===== config.mk =====
export PLATFORM = sky130hd
export DESIGN_NAME = bram_stream_reader
export DESIGN_NICKNAME = d
export VERILOG_FILES = /design/src/rtl/bram_stream_pkg.sv /design/src/rtl/stream_skid_fifo.sv /design/src/rtl/bram_stream_reader.sv
export SDC_FILE = /design/constraint.sdc
export NUM_CORES = 1
export LEC_CHECK = 0
export ABC_AREA = 1
export BUFFER_PORTS_ARGS = -buffer_cell sky130_fd_sc_hd__buf_4
export CORE_MARGIN = 2
export CORE_UTILIZATION = 54
export CTS_CLUSTER_SIZE = 20
export DETAILED_ROUTE_END_ITERATION = 8
export PLACE_DENSITY = 0.88
export REMOVE_ABC_BUFFERS = 1
export SYNTH_ARGS = -nofsm -noshare
export SYNTH_HDL_FRONTEND = slang
export SYNTH_SLANG_ARGS = --single-unit

===== constraint.sdc =====
create_clock -name clk -period 3.4 [get_ports clk]
set_clock_uncertainty 0.2 [all_clocks]
set_input_delay 0.34 -clock clk [delete_from_list [all_inputs] [get_ports clk]]
set_output_delay 0.34 -clock clk [all_outputs]
set_load 0.02 [all_outputs]

===== src/rtl/bram_stream_pkg.sv =====
// Shared types for the BRAM stream reader: FSM state encoding and skid FIFO sizing.
package bram_stream_pkg;

   typedef enum logic [1:0] {IDLE, RUN, DRAIN} state_t;

   localparam int FIFO_DEPTH = 2;
   localparam int COUNT_W    = $clog2(FIFO_DEPTH + 1);

endpackage


===== src/rtl/stream_skid_fifo.sv =====
// Two-entry register FIFO that catches BRAM read returns so downstream stalls never drop a word.
module stream_skid_fifo
   import bram_stream_pkg::*;
#(
   parameter int WIDTH = 17
) (
   input  logic               clk,
   input  logic               rst,
   input  logic               push,
   input  logic [WIDTH-1:0]   push_data,
   input  logic               pop,
   output logic [COUNT_W-1:0] count,
   output logic [WIDTH-1:0]   head
);

   logic [WIDTH-1:0] slot0;
   logic [WIDTH-1:0] slot1;
   logic             do_pop;

   assign do_pop = pop && (count != '0);
   assign head   = slot0;

   // slot0 is always the head; a pop shifts slot1 forward, a push fills the first free slot
   always_ff @(posedge clk or posedge rst) begin
      if (rst) begin
         count <= '0;
         slot0 <= '0;
         slot1 <= '0;
      end else begin
         case ({push, do_pop})
            2'b10: begin
               if (count == COUNT_W'(0)) begin
                  slot0 <= push_data;
                  count <= COUNT_W'(1);
               end else if (count == COUNT_W'(1)) begin
                  slot1 <= push_data;
                  count <= COUNT_W'(2);
               end
            end
            2'b01: begin
               slot0 <= slot1;
               count <= count - COUNT_W'(1);
            end
            2'b11: begin
               if (count == COUNT_W'(1)) begin
                  slot0 <= push_data;
               end else begin
                  slot0 <= slot1;
                  slot1 <= push_data;
               end
            end
            default: ;
         endcase
      end
   end

endmodule


===== src/rtl/bram_stream_reader.sv =====
// Scans BRAM addresses 0..DEPTH-1 into a valid/ready stream with full backpressure.
// Define BRAM_STREAM_READER_CLEAR_EN to write CLEAR_VALUE back to each address as it is read.
module bram_stream_reader
   import bram_stream_pkg::*;
#(
   parameter int               WIDTH       = 16,
   parameter int               DEPTH       = 19200,
   parameter logic [WIDTH-1:0] CLEAR_VALUE = '0
) (
   input  logic                     clk,
   input  logic                     rst,
   input  logic                     start,
   output logic                     busy,
   output logic                     done,
   output logic [$clog2(DEPTH)-1:0] addr_read,
   input  logic [WIDTH-1:0]         data_out,
   output logic                     write_enable,
   output logic [$clog2(DEPTH)-1:0] addr_write,
   output logic [WIDTH-1:0]         data_in,
   output logic                     m_valid,
   input  logic                     m_ready,
   output logic [WIDTH-1:0]         m_data,
   output logic                     m_last
);

   localparam int            AW        = $clog2(DEPTH);
   localparam int            OCC_W     = COUNT_W + 1;
   localparam logic [AW-1:0] LAST_ADDR = AW'(DEPTH - 1);

   state_t             state;
   state_t             state_next;
   logic [AW-1:0]      counter;
   logic               inflight;
   logic               inflight_last;
   logic               rd_issue;
   logic               issue_last;
   logic               pop;
   logic               fifo_empty;
   logic [COUNT_W-1:0] fifo_count;
   logic [WIDTH:0]     fifo_head;
   logic [OCC_W-1:0]   occupancy;

   assign fifo_empty = (fifo_count == '0);
   assign m_valid    = !fifo_empty;
   assign pop        = m_valid && m_ready;
   assign m_data     = fifo_head[WIDTH-1:0];
   assign m_last     = fifo_head[WIDTH] && m_valid;
   assign addr_read  = counter;

   // A word leaving this cycle frees its slot in time for a read issued now; this sustains 1 word/cycle
   assign occupancy = {1'b0, fifo_count} + OCC_W'(inflight) - OCC_W'(pop);

   always_ff @(posedge clk or posedge rst) begin
      if (rst) begin
         state <= IDLE;
      end else begin
         state <= state_next;
      end
   end

   always_comb begin
      state_next = state;
      case (state)
         IDLE:    if (start) state_next = RUN;
         RUN:     if (issue_last) state_next = DRAIN;
         DRAIN:   if (fifo_empty && !inflight) state_next = IDLE;
         default: state_next = IDLE;
      endcase
   end

   always_comb begin
      busy       = (state != IDLE);
      done       = (state == DRAIN) && fifo_empty && !inflight;
      rd_issue   = (state == RUN) && (occupancy < OCC_W'(FIFO_DEPTH));
      issue_last = rd_issue && (counter == LAST_ADDR);
   end

   // Counter parks on DEPTH-1 after the final issue and rewinds when the frame completes
   always_ff @(posedge clk or posedge rst) begin
      if (rst) begin
         counter       <= '0;
         inflight      <= 1'b0;
         inflight_last <= 1'b0;
      end else begin
         inflight      <= rd_issue;
         inflight_last <= issue_last;
         if (done) begin
            counter <= '0;
         end else if (rd_issue && !issue_last) begin
            counter <= counter + AW'(1);
         end
      end
   end

   stream_skid_fifo #(
      .WIDTH (WIDTH + 1)
   ) u_fifo (
      .clk       (clk),
      .rst       (rst),
      .push      (inflight),
      .push_data ({inflight_last, data_out}),
      .pop       (pop),
      .count     (fifo_count),
      .head      (fifo_head)
   );

`ifdef BRAM_STREAM_READER_CLEAR_EN
   // BRAM is read-before-write, so the same-cycle write still returns the old word
   assign write_enable = rd_issue;
   assign addr_write   = counter;
   assign data_in      = busy ? CLEAR_VALUE : '0;
`else
   logic unused_clear;
   assign unused_clear = ^CLEAR_VALUE;
   assign write_enable = 1'b0;
   assign addr_write   = '0;
   assign data_in      = '0;
`endif

endmodule


==> results.yml, run 1 <==
sta:
  max_freq_mhz: 321.7
  whs_ns: 0.04875
  finalCritPeriodShare_pct: 91.43
  tightest_slew_ns: 0.5535
  setup_viol: 0
  rsz0062_at_grt: "false"
  slew-limit-headroom_pct: 63.05
  hold_violations: 0
  fin_crit_ns: 3.109
  slew_viol_final: 0
floorplanning:
  boundaryPins: 87
  die-area_um2: 7301
  die_height_um: 85.45
  die_w_um: 85.45
  coreArea_um2: 6386
  start_util_pct: 56.09
  num_rows: 29
clock_network:
  clock-sinks: 55
  cts_resized: 0
  cts_made_buffers: 5
  htreeDepth: 2
  tritoncts: "built"
  cts_buffer_depth: 2
  insertion_delay_ns: 0.31
  root_buffer: "clkbuf_8"
  clkSlewWorstSetupHoldPaths_ns: 0.09
setup_path:
  r2r-end: "addr_read[9]"
  setup.worst_path.end: "addr_read[9]"
  critPathCaptureType: "flop"
  reg2reg_slack_ns: 0.29
  crit_fanout: 10
  r2r_start: "u_fifo.count[1]"
  critPathKind: "flop to flop"
  start_kind: "flop"
  required_ns: 3.45
  critPathArrivalTime_ns: 3.16
  crit_path_start: "u_fifo.count[1]"
  r2r_cells: 14
routing:
  detail_route.wirelength_um: 7788
  vias: 3190
  wl_per_cell_um: 13.16
  first_iter_violations: 262
  drt-pass1-iter-count: 5
  vias_per_cell: 5.389
  route.detailed.drc: 0
  detail-route-antenna-nets: 0
synthesis:
  synth_common_cells: "nand2_1, dfrtp_1, nor2_1"
  synthCells: 476
  yosysTopAreaCell: "dfrtp_1"
  syn_area_per_cell_um2: 7.526
  synth_top_area_share_pct: 38.42
  yosysWarnings: 0
  async_flop_share_pct: 100.0
  synth_seq_area_share_pct: 38.42
  synth_edf_count: 0
  synth-main-ff-cell: "dfrtp_1"
  ys_types: 33
  synth.most_common_cell: "nand2_1"
  synth_seq_cells: 55
  synth_area_leaders: "dfrtp_1, nand2_1, buf_4"
  synth_area_um2: 3582
final_layout:
  drive_above_1_share_pct: 16.50
  final_cells: 592
  finalNetCount: 542
  area.growth.synth_to_final_pct: 10.86
  antenna_cells: 0
  final_util_pct: 62.19
grt:
  grt_max_degree: 35
  grt_pass1_vias: 2893
  antenna_found_initial: 0
  grt_pass1_wl_um: 12860
  use_met3_pct: 4.280
  grt_util_met1_pct: 27.78
  gr-total-overflow: 0
  busiest_layer: "met2"
  track_usage_pct: 21.62
  grtUsageMet2_pct: 37.43
power:
  peakVddDrop_v: 0.0006010
  p_leak_nw: 1.936
  pwr_density_cell_nw_per_um2: 852.3
placed_design:
  hpwl_um: 5454
  port_buffers: 54
  gp_congestion: 0.8501
  place_inst: 581
worst_hold_path:
  hold_path_class: "input port to flop"
run:
  maxCapViolCount: 0
outcome:
  status: "complete, no violations"
-- repair_timing --
item / 4_1_cts / 5_1_grt
hold endpoints to repair: 23 / 0
hold buffers: 1 / 0
endpoints found under the setup margin: 0 / 15
buffers inserted: 0 / 2
-- flip-flops by register name, summed over array words and instances, names as in the netlist --
name / cells
u_fifo.slot1: 17
u_fifo.count: 2
state: 2
inflight: 1
addr_read: 15
u_fifo.head: 17
inflight_last: 1
-- power by group --
group	leakage (nW)	internal [mW]	switching [mW]
logic	1.22	0.743	1.17
clock network	0.0515	0.186	0.212
registers	0.669	0.903	0.167
-- per-layer routing --
layer  share of wire [%]  vias up
li1                    -     1545
met1                  43     1516
met2                  49      123
met3                 7.0        6
met4                0.73        0
met5                   0        -
-- metrics by stage --
stage / power, mW / setup TNS [ns] / worst slack [ns] / area, um^2
floorplan: 2.298 / -1.427 / -0.1223 / 3247
global placement: 2.809 / 0 / 0.3066 / 3834
detailed placement: 2.906 / 0 / 0.1753 / 3834
CTS: 3.308 / 0 / 0.1630 / 3944
global route: 3.660 / 0 / 0.08020 / 3971
finish: 3.385 / 0 / 0.2913 / 3971
-- area by class of cell --
type	count	area (um^2)
clock buffer	8	100.1
fill	570	2415
inverter	42	157.7
multi-input combinational	342	1715
sequential	55	1376
tap	77	96.34
timing repair buffer	68	525.5
-- critical path: stages, from the launching register on --
cell and delay, ns:
dfrtp_1 0.43, inv_1 0.11, ha_1 0.21, inv_2 0.08, nand2_1 0.14, inv_1 0.06
ha_1 0.26, or2_2 0.30, fa_1 0.38, xnor2_1 0.15, nand3b_1 0.18, nor2_4 0.18
buf_4 0.20, nand4_1 0.10, nand2_1 0.08
-- cell families (layout without fill, tap and decap cells) --
logic type	count (synthesis)	in the layout	synth area share (%)
compound gates	90	90	15.68
xor+xnor	7	7	1.712
fa+ha+maj	8	8	3.004
buf+inv	110	118	17.01
flops	55	55	38.42
other cells	1	32	0.1047
simple gates	205	205	24.07
-- how the worst min path moves through the flow --
stage	startpoint	endpoint	slack [ns]	cells after the start
6_report	start	state[0]	0.05	3
3_3_place_gp	rst	u_fifo.head[12]	0.22	2
3_5_place_dp	rst	addr_read[5]	0.22	2
4_1_cts	start	state[0]	0.06	3
5_1_grt	start	state[0]	0.09	3
2_1_floorplan	start	state[0]	0.26	2
-- layout by cell type, fill, tap and decap left out, drive strengths merged, types with 8 or more instances in the layout --
cell | netlist | final
nor2 | 57 | 57
nand2 | 123 | 123
clkbuf | 8 | 8
a31oi | 11 | 11
conb | 1 | 32
buf | 60 | 67
nand4 | 11 | 11
o21ai | 33 | 33
dfrtp | 55 | 55
nand3 | 12 | 12
o21a | 10 | 10
inv | 42 | 42
o211ai | 11 | 11
Note: power is estimated with default switching activity, not from simulation.
==> run 2, diff against run 1 <==
- CORE_MARGIN: 2 -> 5
==> run 2 against run 1 <==
Net effect:
- hold slack gained 0.014 ns
- setup slack better by 0.035 ns
- clock-buffer cell count stayed put
- sequential cell count unchanged
- largest cell class unchanged
==> results.yml, run 2 (synthesis gave the netlist of run 1 again) <==
setup_path:
  critPathKind: "flop to flop"
  crit_fanout: 16
  critPathCaptureType: "flop"
  r2r_start: "u_fifo.count[1]"
  slowest_delay_ns: 0.43
  critPathArrivalTime_ns: 3.07
  reg2reg_slack_ns: 0.33
  r2r-end: "addr_read[11]"
  r2r_cells: 15
  crit_slowest_cell: "dfrtp_1"
  required_ns: 3.40
  path_cells: "inv_1, ha_1, inv_2, nand2_1, inv_1, ha_1, or2_2, fa_1, xnor2_1, nand3b_1, nor2_4, buf_12, nor2_8, nand2_1, nand2_1"
  path_common_cell: "nand2_1"
  start_kind: "flop"
clock_network:
  htreeDepth: 2
  tritoncts: "built"
  root_buffer: "clkbuf_8"
  cts_buffer_depth: 2
  cts_resized: 0
  cts_made_buffers: 5
  clkSlewWorstSetupHoldPaths_ns: 0.09
  clock-sinks: 55
  insertion_delay_ns: 0.31
outcome:
  status: "complete, no violations"
sta:
  setup_viol: 0
  slew_viol_final: 0
  tightest_slew_ns: 0.5168
  fin_crit_ns: 3.074
  slew-limit-headroom_pct: 65.47
  final.setup.tns_ns: 0
  rsz0062_at_grt: "false"
  finalCritPeriodShare_pct: 90.41
  hold_violations: 0
  max_freq_mhz: 325.3
floorplanning:
  die-area_um2: 8362
  boundaryPins: 87
  coreArea_um2: 6386
  die_height_um: 91.45
  num_rows: 29
  die_w_um: 91.45
  start_util_pct: 56.09
grt:
  antenna_found_initial: 0
  grt_pass1_vias: 3171
  grt_pass1_wl_um: 14080
  gr-total-overflow: 0
  track_usage_pct: 19.71
  grt_max_degree: 35
routing:
  detail_route.wirelength_um: 8253
  vias: 3193
  wl_per_cell_um: 14.04
  detail-route-antenna-nets: 0
  drt-pass1-iter-count: 5
  vias_per_cell: 5.430
  first_iter_violations: 168
  route.detailed.drc: 0
final_layout:
  final_cell_mix: "nand2_1, buf_4, dfrtp_1"
  final_cells: 588
  final_util_pct: 61.72
  final_common_cell: "nand2_1"
  regArea_um2: 1376
  drive_above_1_share_pct: 15.85
  area.growth.synth_to_final_pct: 10.02
  antenna_cells: 0
  fill_cells: 563
  multiInputGateArea_um2: 1715
  finalNetCount: 538
worst_hold_path:
  hold_depth: 3
  min-delay-start: "start"
  hold_path_class: "input port to flop"
  min_to: "state[0]"
run:
  maxCapViolCount: 0
placed_design:
  place_inst: 578
  gp_congestion: 0.8143
  port_buffers: 54
  hpwl_um: 5730
power:
  pwr_density_cell_nw_per_um2: 849.1
  peakVddDrop_v: 0.0004716
  p_leak_nw: 1.917
==> run 2: power breakdown <==
group,internal (mW),switching (mW),leakage (nW)
registers,0.903,0.169,0.669
clock network,0.186,0.209,0.0515
logic,0.714,1.16,1.20
total,1.80,1.54,1.92
==> run 2: how the worst max path moves through the flow <==
stage	from	end	slack, ns
final	u_fifo.count[1]	addr_read[11]	0.33
after global routing	u_fifo.count[1]	addr_read[14]	0.14
after CTS	u_fifo.count[1]	addr_read[11]	0.14
after detailed placement	u_fifo.count[1]	addr_read[14]	0.15
after global placement	u_fifo.count[1]	addr_read[11]	0.30
after floorplan	u_fifo.count[1]	u_fifo.slot1[11]	-0.12
==> run 2: area by class of cell <==
class                      instances  share of cell area [%]
tap                               77                   2.444
multi-input combinational        342                   43.52
timing repair buffer              64                   12.57
sequential                        55                   34.92
inverter                          42                   4.000
clock buffer                       8                   2.540
==> run 2: through the flow <==
step	hold slack, ns	cell area, um^2	power (mW)	setup WS, ns
final	0.06230	3941	3.347	0.3260
after global routing	0.09695	3941	3.615	0.1431
after CTS	0.05780	3921	3.295	0.1438
after detailed placement	0.1981	3811	2.897	0.1510
after global placement	0.1994	3811	2.800	0.2990
after floorplan	0.2610	3247	2.298	-0.1223
==> run 2: critical path, delay by kind of cell (launching register included) <==
family	cells	cell delay, ns
flops	1	0.43
buf+inv	4	0.41
simple gates	7	0.92
xor+xnor	1	0.14
fa+ha+maj	3	0.85
==> run 2: repair_timing <==
action / 4_1_cts / 5_1_grt
hold endpoints to repair: 22 / 0
setup endpoints to repair: 0 / 15
setup buffers: 0 / 1
hold buffers: 1 / 0
==> run 2: per-layer routing <==
layer / share of wire, % / track usage, % / up-vias
li1: - / - / 1541
met1: 41 / 23.27 / 1509
met2: 51 / 35.32 / 135
met3: 7.5 / 4.959 / 8
met4: 0.74 / 5.257 / 0
met5: 0 / 0 / -
==> run 3, diff against run 2 <==
--- a/config.mk
+++ b/config.mk
@@ -9,3 +9,2 @@
 export BUFFER_PORTS_ARGS = -buffer_cell sky130_fd_sc_hd__buf_4
-export CORE_MARGIN = 5
 export CORE_UTILIZATION = 54
@@ -13,2 +12,3 @@
 export DETAILED_ROUTE_END_ITERATION = 8
+export HOLD_SLACK_MARGIN = 0.02
 export PLACE_DENSITY = 0.88
==> constraint.sdc (replaced) <==
create_clock -name clk -period 3.4 [get_ports clk]
set_clock_uncertainty 0.2 [all_clocks]
set_input_delay 0.85 -clock clk [delete_from_list [all_inputs] [get_ports clk]]
set_output_delay 0.85 -clock clk [all_outputs]
set_load 0.02 [all_outputs]
==> run 3 against run 2 <==
Net effect:
- wire length shrank 6.9%
- clock-buffer cell count is the same
- total power is essentially flat
- final cell count grew 0.17%
- fmax shrank 0.75%
- register-to-register slack lost 0.02 ns
- clock power is essentially flat
- sequential power is essentially flat
==> results.yml, run 3 (synthesis gave the netlist of run 1 again) <==
sta:
  tightest_slew_ns: 0.5888
  setup_viol: 0
  max_freq_mhz: 322.9
  rsz0062_at_grt: "false"
  finalCritPeriodShare_pct: 91.10
  slew_viol_final: 0
  slew-limit-headroom_pct: 60.69
  fin_crit_ns: 3.097
  final.setup.tns_ns: 0
  hold_violations: 0
  timing.final.ws_setup_ns: 0.3027
clock_network:
  tritoncts: "built"
  htreeDepth: 2
  root_buffer: "clkbuf_8"
  cts_buffer_depth: 2
  clock-sinks: 55
  post_cts_buffers: 0
  insertion_delay_ns: 0.31
  cts_resized: 0
  holdBufCountCts: 0
  clkSlewWorstSetupHoldPaths_ns: 0.09
  cts_made_buffers: 5
floorplanning:
  die_w_um: 83.45
  num_rows: 29
  boundaryPins: 87
  die_height_um: 83.45
  die-area_um2: 6963
  coreArea_um2: 6386
  start_util_pct: 56.09
setup_path:
  r2r_start: "u_fifo.count[1]"
  crit_family: "simple AND/OR/NAND/NOR gates"
  critPathArrivalTime_ns: 3.10
  r2r-end: "addr_read[7]"
  path_cells: "inv_1, ha_1, inv_2, nand2_1, inv_1, ha_1, or2_2, fa_1, xnor2_1, nand3b_1, nor2_4, buf_12, nor2_8, nand2_1, nand2_1"
  critPathKind: "flop to flop"
  worst-path-buf-inv: 4
  r2r_cells: 15
  crit_path_start: "u_fifo.count[1]"
  critPathCaptureType: "flop"
  required_ns: 3.40
  crit_fanout: 16
  slowest_delay_ns: 0.43
  reg2reg_slack_ns: 0.30
  path_common_cell: "nand2_1"
  crit_slowest_cell: "dfrtp_1"
  start_kind: "flop"
worst_hold_path:
  min_to: "state[1]"
  min-delay-start: "state[0]"
  hold_path_class: "flop to flop"
  hold_depth: 1
grt:
  gr-total-overflow: 0
  grt_max_degree: 35
  grt_pass1_wl_um: 12830
  antenna_found_initial: 0
  grt_pass1_vias: 3004
  track_usage_pct: 22.27
power:
  peakVddDrop_v: 0.0005952
  p_leak_nw: 1.920
  pwr_density_cell_nw_per_um2: 847.6
placed_design:
  port_buffers: 54
  place_area_um2: 3846
  hpwl_um: 5311
  gp_congestion: 0.8732
  place_inst: 581
  pre_cts_slack_ns: 0.1770
final_layout:
  multiInputGateArea_um2: 1715
  antenna_cells: 0
  final_cell_mix: "nand2_1, buf_4, dfrtp_1"
  finalNetCount: 539
  finish.instance_area_um2: 3946
  final_cells: 589
  final_util_pct: 61.79
  area.growth.synth_to_final_pct: 10.16
  fill_cells: 549
  final_common_cell: "nand2_1"
  drive_above_1_share_pct: 16.21
  regArea_um2: 1376
routing:
  drt-pass1-iter-count: 5
  detail_route.wirelength_um: 7687
  vias: 3202
  detail-route-antenna-nets: 0
  wl_per_cell_um: 13.05
  route.detailed.drc: 0
  first_iter_violations: 188
  vias_per_cell: 5.436
outcome:
  status: "complete, no violations"
run:
  maxCapViolCount: 0
==> run 3: how the worst max path moves through the flow <==
| stage | end | slack, ns | depth (start not counted) |
|---|---|---|---|
| global placement | addr_read[11] | 0.26 | 13 |
| detailed placement | addr_read[12] | 0.18 | 13 |
| finish | addr_read[7] | 0.30 | 15 |
| floorplan | u_fifo.slot1[11] | -0.18 | 8 |
| global route | addr_read[2] | 0.12 | 15 |
| CTS | addr_read[5] | 0.30 | 15 |
==> run 3: area by class of cell <==
class	count	area share [%]
multi-input cells	342	43.47
flip-flops and latches	55	34.88
repair buffers	65	12.68
inverters	42	3.995
clock buffers	8	2.536
well taps	77	2.441
==> run 3: worst reg2reg max path, cell delays in order, from the launching register on <==
cell,delay (ns)
dfrtp_1,0.43
inv_1,0.11
ha_1,0.21
inv_2,0.08
nand2_1,0.12
inv_1,0.06
ha_1,0.28
or2_2,0.31
fa_1,0.38
xnor2_1,0.16
nand3b_1,0.16
nor2_4,0.15
buf_12,0.16
nor2_8,0.08
nand2_1,0.07
nand2_1,0.06
==> run 3: metal layers <==
metal	part of all wire [%]	track usage, %	up-vias
li1	-	-	1542
met1	43	28.59	1525
met2	49	36.36	124
met3	6.9	4.970	11
met4	1.2	9.399	0
met5	0	0	-
==> run 3: power by group <==
part	internal, mW	switching, mW
clock network	0.186	0.210
logic	0.716	1.17
registers	0.903	0.165
total	1.80	1.54
==> run 3: stage by stage <==
step / hold WS [ns] / power [mW]
floorplan: 0.2771 / 2.298
global placement: 0.2908 / 2.853
detailed placement: 0.3043 / 2.940
CTS: 0.3261 / 3.339
global route: 0.3372 / 3.607
finish: 0.3242 / 3.345
